## src/rtl/nibble_serializer_pkg.sv

```systemverilog
// nibble_serializer_pkg: frame constants shared by the serializer and the downstream detector.
package nibble_serializer_pkg;
    localparam int FRAME_W = 4;
    localparam logic [FRAME_W-1:0] PATTERN = 4'b0110;
    localparam logic [FRAME_W-1:0] FILL_FRAME = 4'b1111;
    localparam bit FILL_OK = (FILL_FRAME != PATTERN);
endpackage

```

## src/rtl/nibble_serializer_sync_fifo.sv

```systemverilog
// sync_fifo: small frame FIFO with a registered ready that depends only on occupancy.
module sync_fifo
    import nibble_serializer_pkg::*;
#(
    parameter int WIDTH = FRAME_W,
    parameter int DEPTH = 2
) (
    input  logic             clk,
    input  logic             rst,
    input  logic [WIDTH-1:0] wr_data_i,
    input  logic             wr_valid_i,
    output logic             wr_ready_o,
    input  logic             rd_en_i,
    output logic [WIDTH-1:0] rd_data_o,
    output logic             empty_o
);
    localparam int AW = $clog2(DEPTH);
    localparam int CW = $clog2(DEPTH + 1);

    logic [WIDTH-1:0] mem_q [DEPTH];
    logic [AW-1:0]    wr_ptr_q, rd_ptr_q;
    logic [CW-1:0]    count_q, count_d;
    logic             ready_q;
    logic             push, pop;

    assign push = wr_valid_i && ready_q;
    assign pop  = rd_en_i && (count_q != '0);

    always_comb begin
        count_d = (push && !pop) ? count_q + CW'(1) :
                  (pop && !push) ? count_q - CW'(1) : count_q;
    end

    // ready follows next-state occupancy, so a full FIFO only reopens the cycle after a pop
    always_ff @(posedge clk) begin
        if (rst) begin
            wr_ptr_q <= '0;
            rd_ptr_q <= '0;
            count_q  <= '0;
            ready_q  <= 1'b1;
        end else begin
            if (push) wr_ptr_q <= wr_ptr_q + AW'(1);
            if (pop) rd_ptr_q <= rd_ptr_q + AW'(1);
            count_q <= count_d;
            ready_q <= count_d < CW'(DEPTH);
        end
    end

    always_ff @(posedge clk) begin
        if (push) mem_q[wr_ptr_q] <= wr_data_i;
    end

    assign rd_data_o  = mem_q[rd_ptr_q];
    assign empty_o    = (count_q == '0);
    assign wr_ready_o = ready_q;
endmodule

```

## src/rtl/nibble_serializer.sv

```systemverilog
// nibble_serializer: gap-free MSB-first frame serializer; empty slots carry FILL to keep detector alignment.
module nibble_serializer
    import nibble_serializer_pkg::*;
#(
    parameter int               WIDTH  = FRAME_W,
    parameter int               DEPTH  = 2,
    parameter logic [WIDTH-1:0] FILL   = FILL_FRAME,
    parameter int               UCNT_W = 8
) (
    input  logic              clk,
    input  logic              rst,
    input  logic [WIDTH-1:0]  in_data,
    input  logic              in_valid,
    output logic              in_ready,
    output logic              out_bit,
    output logic              frame_start,
    output logic              fill_active,
    output logic              underrun,
    output logic [UCNT_W-1:0] underrun_cnt
);
    localparam int BW = $clog2(WIDTH);

    if (!FILL_OK || WIDTH != FRAME_W || FILL == PATTERN || DEPTH < 2 || (DEPTH & (DEPTH - 1)) != 0) begin : g_bad_cfg
        $error("nibble_serializer: invalid WIDTH/DEPTH/FILL configuration");
    end

    logic [WIDTH-1:0]  shreg_q;
    logic [BW-1:0]     bit_cnt_q;
    logic              fill_q, underrun_q;
    logic [UCNT_W-1:0] ucnt_q;
    logic [WIDTH-1:0]  head;
    logic              empty, boundary;

    assign boundary = (bit_cnt_q == BW'(WIDTH - 1));

    sync_fifo #(.WIDTH(WIDTH), .DEPTH(DEPTH)) u_fifo (
        .clk        (clk),
        .rst        (rst),
        .wr_data_i  (in_data),
        .wr_valid_i (in_valid),
        .wr_ready_o (in_ready),
        .rd_en_i    (boundary),
        .rd_data_o  (head),
        .empty_o    (empty)
    );

    always_ff @(posedge clk) begin
        if (rst) begin
            shreg_q    <= FILL;
            bit_cnt_q  <= '0;
            fill_q     <= 1'b1;
            underrun_q <= 1'b0;
            ucnt_q     <= '0;
        end else if (!boundary) begin
            shreg_q    <= {shreg_q[WIDTH-2:0], 1'b0};
            bit_cnt_q  <= bit_cnt_q + BW'(1);
            underrun_q <= 1'b0;
        end else begin
            bit_cnt_q  <= '0;
            shreg_q    <= empty ? FILL : head;
            fill_q     <= empty;
            underrun_q <= empty;
            if (empty && !(&ucnt_q)) ucnt_q <= ucnt_q + UCNT_W'(1);
        end
    end

    assign out_bit      = shreg_q[WIDTH-1];
    assign frame_start  = (bit_cnt_q == '0);
    assign fill_active  = fill_q;
    assign underrun     = underrun_q;
    assign underrun_cnt = ucnt_q;
endmodule

```

## config.mk

```make
export PLATFORM = sky130hd
export DESIGN_NAME = nibble_serializer
export DESIGN_NICKNAME = d
export VERILOG_FILES = /design/src/rtl/nibble_serializer_pkg.sv /design/src/rtl/nibble_serializer_sync_fifo.sv /design/src/rtl/nibble_serializer.sv
export SDC_FILE = /design/constraint.sdc
export NUM_CORES = 1
export LEC_CHECK = 0
export ABC_CLOCK_PERIOD_IN_PS = 3700
export BUFFER_PORTS_ARGS = -buffer_cell sky130_fd_sc_hd__buf_2
export CORE_MARGIN = 4
export CORE_UTILIZATION = 50
export DETAILED_ROUTE_END_ITERATION = 12
export PLACE_DENSITY_LB_ADDON = 0.08
export SLEW_MARGIN = 30
export SYNTH_ARGS = -nofsm -noshare
export SYNTH_HDL_FRONTEND = slang
export SYNTH_HIERARCHICAL = 1
export SYNTH_SLANG_ARGS = --single-unit
```

## constraint.sdc

```tcl
create_clock -name clk -period 3.7 [get_ports clk]
set_input_delay 0.555 -clock clk [delete_from_list [all_inputs] [get_ports clk]]
set_output_delay 0.555 -clock clk [all_outputs]
set_load 0.02 [all_outputs]
```

==> flow_summary.json <==
{
  "hpwl_um": 1520,
  "cp-end-kind": "flop",
  "slowest_stage": "or3b_1",
  "combPwrFrac_pct": 12.3,
  "drt_pass1_iterations": 4,
  "syn2layout_area_growth_pct": 13.3,
  "final_common_cell": "dfxtp_1",
  "post-route-period-util_pct": 51.0,
  "p_seq_share_pct": 58.9,
  "antenna_found_initial": 0,
  "outcome": "complete, no violations",
  "layout_common_cells": "dfxtp_1, buf_2, nor2_1",
  "pwr-share-clk_pct": 28.8,
  "max_freq_ghz": 0.530,
  "top_layer_used": "met4",
  "met2_length_um": 921,
  "grt_overflow": 0,
  "hold_path.class": "in -> reg",
  "place_area_um2": 1410,
  "synth_edf_count": 8,
  "dieArea_um2": 3450,
  "power.switching_mw": 0.162,
  "synth_nets": 129,
  "period_needed_ns": 1.89,
  "swShare_pct": 26.0,
  "yosys.area_share.xor_xnor_pct": 3.40,
  "fin_util_pct": 58.9,
  "fin_skew_ns": 0.00653,
  "critical_path_buf_inv_count": 1,
  "holdBufCountCts": 0,
  "core_um2": 2480,
  "viasPerCell": 5.10,
  "dominantRegCellSynth": "dfxtp_1",
  "tightest_slew_ns": 0.374,
  "worstPathArrival_ns": 2.13,
  "synth_fa_ha_area_share_pct": 5.83,
  "clk_latency_ns": 0.33,
  "drv_slew": 0,
  "synth_compound_area_share_pct": 9.91,
  "slew_headroom_pct": 74.5,
  "io_buffers": 19,
  "grt_pass1_wl_um": 3530,
  "drc_errors": 0,
  "post_cts_buffers": 0,
  "die_x_um": 58.7,
  "start_kind": "flop",
  "drive_above_1_share_pct": 27.0,
  "layout_setup_ws_ns": 1.81,
  "design_area_um2": 1460,
  "cts_inserted_buffers": 5,
  "rsz0062_at_grt": "no",
  "fin_tns_setup_ns": 0,
  "critPathKind": "reg -> reg",
  "vias": 872,
  "cts_sinks": 30,
  "globalRouteTotalUtil_pct": 14.1,
  "drt-total-wl_um": 2140,
  "layout.nets": 153,
  "start_util_pct": 52.0,
  "yosysSeqAreaShare_pct": 52.9,
  "drt-initial-drc-count": 13,
  "clk_pin_slew_ns": 0.09,
  "dr_wl_met3_um": 125,
  "grt_pass1_vias": 791,
  "synth_top_family_by_area": "simple AND/OR/NAND/NOR gates",
  "wl_per_cell_um": 12.5,
  "critPathRequiredTime_ns": 3.94,
  "async_reset_ff_share_pct": 0,
  "cp_max_fo": 11,
  "leakagePower_nw": 0.616,
  "synthDistinctLibCells": 38,
  "hold_ws_ns": 0.413,
  "synth.area.mux_share_pct": 5.05,
  "ant_nets": 0,
  "crit_top_cell": "ha_1",
  "wl_met1_um": 1040,
  "max-vdd-ir-drop_mv": 0.308,
  "synthCells": 116,
  "finalSetupViolCount": 0,
  "cap_violations": 0,
  "fp-row-count": 18,
  "cts_tree": "yes",
  "power.total_mw": 0.624,
  "chipHeight_um": 58.7,
  "place_congestion": 0.724,
  "synth_simple_gate_area_share_pct": 19.4,
  "cp_cell_sequence": "ha_1 > nand2b_1 > inv_1 > ha_1 > or3b_1 > a221oi_2",
  "synthesis.area_um2": 1290,
  "io_pins": 20,
  "syn_avg_cell_area_um2": 11.1,
  "max_stage_delay_ns": 0.39,
  "place_inst": 163,
  "cts_resized": 0,
  "synth_seq_cells": 30,
  "pre_cts_ws_ns": 1.87,
  "fillers": 241,
  "yosysWarnings": 6,
  "clk_path_buf_depth": 2,
  "grt_max_degree": 24,
  "hold_viol_final": 0,
  "htreeDepth": 2,
  "cts-root-buf": "clkbuf_4",
  "p_int_mw": 0.462,
  "num_antenna_cells": 0,
  "fin_cells": 171,
  "power_density_nw_per_um2": 428,
  "crit_family": "adder cells"
}
synth_stat cells, types with 3 or more instances:
cell type	count	area [um^2]
nand2b_1	6	37.5
o22ai_1	3	18.8
inv_1	9	33.8
nand2_1	4	15.0
edfxtp_1	8	240
ha_1	6	75.1
nor2_1	14	52.6
dfxtp_1	22	440
xor2_1	4	35.0
mux2_2	4	45.0
area by class of cell:
type | count | area [um^2] | area share, %
timing repair buffer | 19 | 95.1 | 6.52
tap | 30 | 37.5 | 2.57
multi-input combinational | 75 | 562 | 38.5
clock inverter | 2 | 8.76 | 0.600
sequential | 30 | 681 | 46.7
clock buffer | 6 | 41.3 | 2.83
inverter | 9 | 33.8 | 2.32
flip-flops by register name (all words and copies together), names as in the netlist, named ones only:
register	count
u_fifo/wr_ptr_q	1
bit_cnt_q	2
u_fifo/mem_q	8
u_fifo/wr_ready_o	1
fill_active	1
underrun	1
u_fifo/count_q	1
underrun_cnt	8
shreg_q	4
u_fifo/rd_ptr_q	1
final timing paths:
check / start / end / slack (ns) / cells past startpoint
hold / removal: in_data[2] / u_fifo/mem_q[0][2]$_DFFE_PP_ / 0.41 / 1
setup / recovery: bit_cnt_q[0]$_SDFF_PP0_ / flop / 1.81 / 6
setup reg to reg: bit_cnt_q[0]$_SDFF_PP0_ / flop / 1.81 / 6
hold reg to reg: shreg_q[2]$_SDFF_PP1_ / shreg_q[3]$_SDFF_PP1_ / 0.47 / 2
worst register-to-register path, cell delays in order (launching register included):
cell	delay (ns)
dfxtp_1	0.37
ha_1	0.38
nand2b_1	0.13
inv_1	0.12
ha_1	0.21
or3b_1	0.39
a221oi_2	0.22
kinds of logic (layout without fill, tap and decap cells):
| logic type | Yosys count | after routing |
|---|---|---|
| AO/OA/AOI/OAI | 16 | 16 |
| XOR/XNOR | 5 | 5 |
| adder cells (fa/ha/maj) | 6 | 6 |
| buffers and inverters | 11 | 36 |
| flip-flops | 30 | 30 |
| multiplexers | 6 | 6 |
| AND/OR/NAND/NOR | 42 | 42 |
power groups by stage:
stage,clock network (mW),logic [mW],registers (mW)
CTS,0.187,0.0780,0.368
detailed placement,0,0.0774,0.375
global placement,0,0.0759,0.375
finish,0.180,0.0767,0.368
floorplan,0,0.0532,0.378
global route,0.203,0.0873,0.370
metal layers:
metal	track usage, %	up-vias
met5	0	-
met4	7.77	0
met3	6.58	7
met2	20.7	14
met1	17.0	392
li1	-	459
Power figures use the tool's default switching activity.
